===== src/rtl/mips_ctrl_pkg.sv =====
// Shared encodings for the multi-cycle MIPS controller: FSM states, opcode/funct
// values, datapath select encodings and the instruction classifier.
package mips_ctrl_pkg;

   localparam logic [2:0] S_IF  = 3'd0;
   localparam logic [2:0] S_ID  = 3'd1;
   localparam logic [2:0] S_EXE = 3'd2;
   localparam logic [2:0] S_MEM = 3'd3;
   localparam logic [2:0] S_WB  = 3'd4;

   localparam logic [5:0] OP_RTYPE = 6'h00;
   localparam logic [5:0] OP_J     = 6'h02;
   localparam logic [5:0] OP_JAL   = 6'h03;
   localparam logic [5:0] OP_BEQ   = 6'h04;
   localparam logic [5:0] OP_ORI   = 6'h0d;
   localparam logic [5:0] OP_LUI   = 6'h0f;
   localparam logic [5:0] OP_LW    = 6'h23;
   localparam logic [5:0] OP_SW    = 6'h2b;

   localparam logic [5:0] FN_JR    = 6'h08;
   localparam logic [5:0] FN_ADDU  = 6'h21;
   localparam logic [5:0] FN_SUBU  = 6'h23;

   localparam logic [2:0] ALU_ADD = 3'b000;
   localparam logic [2:0] ALU_SUB = 3'b001;
   localparam logic [2:0] ALU_OR  = 3'b010;

   localparam logic [1:0] REGDST_RT = 2'b00;
   localparam logic [1:0] REGDST_RD = 2'b01;
   localparam logic [1:0] REGDST_RA = 2'b10;

   localparam logic [1:0] WB_ALU = 2'b00;
   localparam logic [1:0] WB_DM  = 2'b01;
   localparam logic [1:0] WB_DPC = 2'b10;

   localparam logic [1:0] PC_SEQ = 2'b00;
   localparam logic [1:0] PC_BR  = 2'b01;
   localparam logic [1:0] PC_JMP = 2'b10;
   localparam logic [1:0] PC_RS  = 2'b11;

   localparam logic [1:0] EXT_ZERO = 2'b00;
   localparam logic [1:0] EXT_SIGN = 2'b01;
   localparam logic [1:0] EXT_LUI  = 2'b10;

   typedef enum logic [3:0] {
      INS_NOP, INS_ADDU, INS_SUBU, INS_JR, INS_ORI, INS_LUI,
      INS_LW, INS_SW, INS_BEQ, INS_J, INS_JAL
   } instr_e;

   typedef struct packed {
      logic       pc_write;
      logic       ir_write;
      logic       reg_write;
      logic       mem_write;
      logic       alu_src;
      logic [1:0] reg_dst;
      logic [1:0] mem_to_reg;
      logic [1:0] pc_src;
      logic [1:0] ext_op;
      logic [2:0] alu_ctrl;
   } ctrl_t;

   function automatic instr_e decode_instr(input logic [5:0] op, input logic [5:0] fn);
      instr_e ins;
      ins = INS_NOP;
      case (op)
         OP_RTYPE: begin
            case (fn)
               FN_ADDU: ins = INS_ADDU;
               FN_SUBU: ins = INS_SUBU;
               FN_JR:   ins = INS_JR;
               default: ins = INS_NOP;
            endcase
         end
         OP_J:    ins = INS_J;
         OP_JAL:  ins = INS_JAL;
         OP_BEQ:  ins = INS_BEQ;
         OP_ORI:  ins = INS_ORI;
         OP_LUI:  ins = INS_LUI;
         OP_LW:   ins = INS_LW;
         OP_SW:   ins = INS_SW;
         default: ins = INS_NOP;
      endcase
      return ins;
   endfunction

endpackage


===== src/rtl/ctrl_decode.sv =====
// Combinational control decode: (state, opcode, funct, zero) -> datapath controls
// and next state. DM_READY_EN adds dm_ready and lets MEM stall on it.
module ctrl_decode
   import mips_ctrl_pkg::*;
(
   input  logic [2:0] state,
   input  logic [5:0] opcode,
   input  logic [5:0] funct,
   input  logic       zero,
`ifdef DM_READY_EN
   input  logic       dm_ready,
`endif
   output ctrl_t      ctrl,
   output logic [2:0] next_state
);

   instr_e     ins;
   logic       alu_src;
   logic [1:0] ext_op;
   logic [2:0] alu_ctrl;

   assign ins = decode_instr(opcode, funct);

   // ALU source/extension/op for the instruction; reused in WB so ALUout stays valid.
   always_comb begin
      alu_src  = 1'b0;
      ext_op   = EXT_ZERO;
      alu_ctrl = ALU_ADD;
      case (ins)
         INS_SUBU, INS_BEQ: alu_ctrl = ALU_SUB;
         INS_ORI: begin
            alu_src  = 1'b1;
            alu_ctrl = ALU_OR;
         end
         INS_LUI: begin
            alu_src  = 1'b1;
            ext_op   = EXT_LUI;
            alu_ctrl = ALU_OR;
         end
         INS_LW, INS_SW: begin
            alu_src = 1'b1;
            ext_op  = EXT_SIGN;
         end
         default: ;
      endcase
   end

   always_comb begin
      next_state = S_IF;
      case (state)
         S_IF: next_state = S_ID;
         S_ID: begin
            case (ins)
               INS_J, INS_JAL, INS_JR, INS_NOP: next_state = S_IF;
               default:                         next_state = S_EXE;
            endcase
         end
         S_EXE: begin
            case (ins)
               INS_BEQ:        next_state = S_IF;
               INS_LW, INS_SW: next_state = S_MEM;
               default:        next_state = S_WB;
            endcase
         end
         S_MEM: begin
            next_state = (ins == INS_LW) ? S_WB : S_IF;
`ifdef DM_READY_EN
            if (!dm_ready) next_state = S_MEM;
`endif
         end
         default: next_state = S_IF;
      endcase
   end

   always_comb begin
      ctrl = '0;
      case (state)
         S_IF: begin
            ctrl.ir_write = 1'b1;
            ctrl.pc_write = 1'b1;
            ctrl.pc_src   = PC_SEQ;
         end
         S_ID: begin
            case (ins)
               INS_J: begin
                  ctrl.pc_write = 1'b1;
                  ctrl.pc_src   = PC_JMP;
               end
               INS_JAL: begin
                  ctrl.pc_write   = 1'b1;
                  ctrl.pc_src     = PC_JMP;
                  ctrl.reg_write  = 1'b1;
                  ctrl.reg_dst    = REGDST_RA;
                  ctrl.mem_to_reg = WB_DPC;
               end
               INS_JR: begin
                  ctrl.pc_write = 1'b1;
                  ctrl.pc_src   = PC_RS;
               end
               default: ;
            endcase
         end
         S_EXE: begin
            ctrl.alu_src  = alu_src;
            ctrl.ext_op   = ext_op;
            ctrl.alu_ctrl = alu_ctrl;
            if (ins == INS_BEQ) begin
               ctrl.pc_src   = PC_BR;
               ctrl.pc_write = zero;
            end
         end
         S_MEM: ctrl.mem_write = (ins == INS_SW);
         S_WB: begin
            ctrl.alu_src    = alu_src;
            ctrl.ext_op     = ext_op;
            ctrl.alu_ctrl   = alu_ctrl;
            ctrl.reg_write  = 1'b1;
            ctrl.reg_dst    = (ins == INS_ADDU || ins == INS_SUBU) ? REGDST_RD : REGDST_RT;
            ctrl.mem_to_reg = (ins == INS_LW) ? WB_DM : WB_ALU;
         end
         default: ;
      endcase
   end

endmodule


===== src/rtl/multicycle_ctrl.sv =====
// Multi-cycle MIPS main controller: state register and retired-instruction counter.
// Optional DM_READY_EN macro adds the dm_ready handshake on the MEM state.
module multicycle_ctrl
   import mips_ctrl_pkg::*;
#(
   parameter int CNT_W = 32
) (
   input  logic             clk,
   input  logic             rst,
   input  logic [5:0]       opcode,
   input  logic [5:0]       funct,
   input  logic             zero,
`ifdef DM_READY_EN
   input  logic             dm_ready,
`endif
   output logic             PCWrite,
   output logic             IRWrite,
   output logic             RegWrite,
   output logic             MemWrite,
   output logic             ALUsrc,
   output logic [1:0]       RegDst,
   output logic [1:0]       MemtoReg,
   output logic [1:0]       PCsrc,
   output logic [1:0]       ExtOp,
   output logic [2:0]       ALUctrl,
   output logic [2:0]       state,
   output logic [CNT_W-1:0] instret
);

   logic [2:0]       state_q, state_d;
   logic [CNT_W-1:0] instret_q, instret_d;
   logic [2:0]       next_state;
   ctrl_t            ctrl;

   ctrl_decode u_decode (
      .state      (state_q),
      .opcode     (opcode),
      .funct      (funct),
      .zero       (zero),
`ifdef DM_READY_EN
      .dm_ready   (dm_ready),
`endif
      .ctrl       (ctrl),
      .next_state (next_state)
   );

   // An instruction retires on any edge that returns the FSM to IF from elsewhere.
   always_comb begin
      state_d   = next_state;
      instret_d = instret_q;
      if (rst) begin
         state_d   = S_IF;
         instret_d = '0;
      end else if (next_state == S_IF && state_q != S_IF) begin
         instret_d = instret_q + {{(CNT_W-1){1'b0}}, 1'b1};
      end
   end

   always_ff @(posedge clk) begin
      state_q   <= state_d;
      instret_q <= instret_d;
   end

   // Write enables are suppressed while reset is held so an aborted instruction writes nothing.
   assign PCWrite  = ctrl.pc_write  & ~rst;
   assign IRWrite  = ctrl.ir_write  & ~rst;
   assign RegWrite = ctrl.reg_write & ~rst;
   assign MemWrite = ctrl.mem_write & ~rst;
   assign ALUsrc   = ctrl.alu_src;
   assign RegDst   = ctrl.reg_dst;
   assign MemtoReg = ctrl.mem_to_reg;
   assign PCsrc    = ctrl.pc_src;
   assign ExtOp    = ctrl.ext_op;
   assign ALUctrl  = ctrl.alu_ctrl;
   assign state    = state_q;
   assign instret  = instret_q;

endmodule


===== config.mk =====
export PLATFORM = sky130hd
export DESIGN_NAME = multicycle_ctrl
export DESIGN_NICKNAME = d
export VERILOG_FILES = /design/src/rtl/mips_ctrl_pkg.sv /design/src/rtl/ctrl_decode.sv /design/src/rtl/multicycle_ctrl.sv
export SDC_FILE = /design/constraint.sdc
export NUM_CORES = 1
export LEC_CHECK = 0
export CORE_ASPECT_RATIO = 0.5
export CORE_MARGIN = 3
export CORE_UTILIZATION = 30
export CTS_CLUSTER_SIZE = 24
export DETAILED_ROUTE_END_ITERATION = 12
export PLACE_DENSITY_LB_ADDON = 0.3
export SETUP_SLACK_MARGIN = 0.02
export SYNTH_ARGS = -nofsm -noshare
export SYNTH_HDL_FRONTEND = slang
export SYNTH_SLANG_ARGS = --single-unit
export TNS_END_PERCENT = 1

===== constraint.sdc =====
create_clock -name clk -period 3.2 [get_ports clk]
set_input_delay 0.32 -clock clk [delete_from_list [all_inputs] [get_ports clk]]
set_output_delay 0.32 -clock clk [all_outputs]
set_load 0.1 [all_outputs]

==> flow_summary.toml <==
[global_routing]
grt_usage = 0.1435
grt_pass1_wl_um = 10870
grt_pass1_vias = 2371
grt_start_max_net_pins = 57
grt_overflow_total = 0
antenna_found_initial = 0

[clocking]
cts_root_buffer = "clkbuf_16"
ctsHoldBuffers = 0
numCtsBuffers = 5
clockBufferDepth = 2
cts.clk_slew.worst_paths_ps = 50
cts_tree = "yes"
post_cts_resized = 0
cts_setup_buffers = 0
clock-sinks = 35
clk_latency_ps = 270
htree_levels = 2

[critical_path]
worstSetupPathType = "in -> out"
critical_path.max_fanout = 3
startpoint_type = "primary input"
arrival_ps = 2760
r2r_cells = 6
end_kind = "output port"
crit_required_ps = 2880

[cells_and_area]
antenna_cells = 0
syn_to_final_growth_pct = 45.62
drive_gt1_frac = 0.1603
layout.nets = 384

[yosys]
synth_most_common_cell = "a21oi_1"
netlist.area_leader.share = 0.2971
synth_compound_area_frac = 0.2233
synth.avg_cell_area_um2 = 7.784
ys_seq_area_frac = 0.2971
synthMuxAreaShare = 0.009549
yosysWarnings = 0
synth_cells = 303
synth-seq-cells = 35
synth_edf_count = 0
synth_nets = 319
yosys.cell_types.count = 61
synth_top_family_by_area = "simple AND/OR/NAND/NOR gates"
synth-adder-area-share = 0.005305
synth.area.top_cells = "dfxtp_1, a21oi_1, or3_1"
synth-main-ff-cell = "dfxtp_1"
yosys-top-cells-count = "a21oi_1, dfxtp_1, nand2_1"
synthArstFlopShare = 0
synthSimpleGateAreaFrac = 0.3798
synthXorXnorAreaFrac = 0.01114
netlist_area_mm2 = 0.002359
synth_top_area_cell = "dfxtp_1"

[pwr]
p_int_mw = 0.8619
p_seq_frac = 0.392
switchingPower_mw = 0.2801
switching_share = 0.2453
clkPwrFrac = 0.466
power_leakage_nw = 1.085
p_comb_frac = 0.142
ir_drop_mv = 0.1771
p_per_area_mw_per_mm2 = 332.5
finalPower_mw = 1.142

[sta]
whs_ps = 481.4
timing.fmax_ghz = 0.3252
worst_pin_slew_ps = 982.7
rsz0062_at_grt = "no"
setup_viol = 0
period_needed_ps = 3075
finalHoldViolations = 0
final_max_slew_viol_count = 0
period_share = 0.9610
slew_headroom = 0.3428
skew_ps = 4.872

[floorplanning]
die_h_um = 68.70
core_area_mm2 = 0.007487
fp.dieW_um = 131.4
start_util = 0.3150
io_pins = 66
fp.dieArea_mm2 = 0.009026
rows = 22

[route]
drt_iter0_markers = 101
drt-total-wl_um = 6690
drc = 0
wire_per_inst_um = 14.05
drt_first_pass_iters = 4
drtAntennaViolNets = 0
viasPerCell = 5.282
vias = 2514

[min_path]
hold_class = "reg -> reg"
whs_path_depth = 2

[run_status]
status = "finished, final reports clean"

[flow_run]
drv_cap = 0

[placement]
gp_congestion = 0.8061
dp_hpwl_um = 4912
io_buffers = 64
==> cell type report <==
type	count	area, um^2
multi-input combinational	237	1515
tap	108	135.1
timing repair buffer	80	890.9
clock buffer	6	128.9
fill	737	4053
clock inverter	1	30.03
inverter	9	33.78
sequential	35	700.7
==> power by group through the flow <==
stage / logic [mW] / clock network (mW) / registers, mW
5_1_grt: 0.173 / 0.563 / 0.448
2_1_floorplan: 0.0832 / 0 / 0.478
6_report: 0.163 / 0.532 / 0.447
3_3_place_gp: 0.159 / 0 / 0.456
3_5_place_dp: 0.162 / 0 / 0.456
4_1_cts: 0.162 / 0.545 / 0.447
==> metrics by stage <==
step | cells | setup TNS [ps] | instance area (um^2) | worst slack (ps) | utilization
2_1_floorplan | 303 | -6815 | 2372 | -1006 | -
3_3_place_gp | 469 | 0 | 3262 | 90.15 | 0.4357
3_5_place_dp | 469 | 0 | 3262 | 86.14 | 0.4357
4_1_cts | 476 | 0 | 3421 | 67.97 | 0.4569
5_1_grt | 476 | 0 | 3435 | 20.32 | 0.4587
6_report | 476 | 0 | 3435 | 124.7 | 0.4587
==> worst paths after layout <==
check / startpoint / to / slack, ps
setup / recovery: opcode[0] / PCsrc[0] / 120
setup reg to reg: instret[3]$_SDFFE_PP0P_ / instret[25]$_SDFFE_PP0P_ / 760
hold / removal: instret[25]$_SDFFE_PP0P_ / instret[25]$_SDFFE_PP0P_ / 480
hold reg to reg: instret[25]$_SDFFE_PP0P_ / instret[25]$_SDFFE_PP0P_ / 480
==> cell usage in the layout (no fill, tap or decap), drive strengths merged, types with 4 or more instances in the layout <==
cell type	synthesis	final
nand3	19	19
nand4	6	6
a21oi	37	37
o31ai	9	9
and2	5	5
and3	4	4
clkbuf	7	6
nand2	21	21
dfxtp	35	35
o21ai	20	20
nand2b	5	5
clkdlybuf4s50	0	46
nor2b	6	6
buf	15	34
nor2	14	14
or3	19	19
or4	11	11
nor3	14	14
inv	9	9
==> routing by layer <==
| metal | wire length, um | track usage |
|---|---|---|
| met1 | 3068 | 0.1691 |
| met5 | 0 | 0 |
| met3 | 371 | 0.03551 |
| met4 | 25 | 0.03534 |
| met2 | 3225 | 0.2713 |
==> kinds of logic (layout without fill, tap and decap cells) <==
logic type | Yosys count | count (layout)
and+or+nand+nor | 146 | 146
xor gates and xnor gates | 3 | 3
buffers and inverters | 31 | 96
AOI/OAI and AO/OA | 84 | 84
DFF | 35 | 35
other | 1 | 1
adders and majority gates | 1 | 1
muxes | 2 | 2
==> sequential cells by signal, indices dropped and copies added, names as in the netlist <==
name and count:
instret 32, state 3
==> critical path, stage by stage <==
cell and delay [ps]:
clkdlybuf4s50_1 440, or4_1 570, nor3_2 160, a21oi_1 110
or3_1 410, or3_1 340, a21oi_2 210, buf_12 200
No activity file was read; power rests on OpenSTA's default activity.
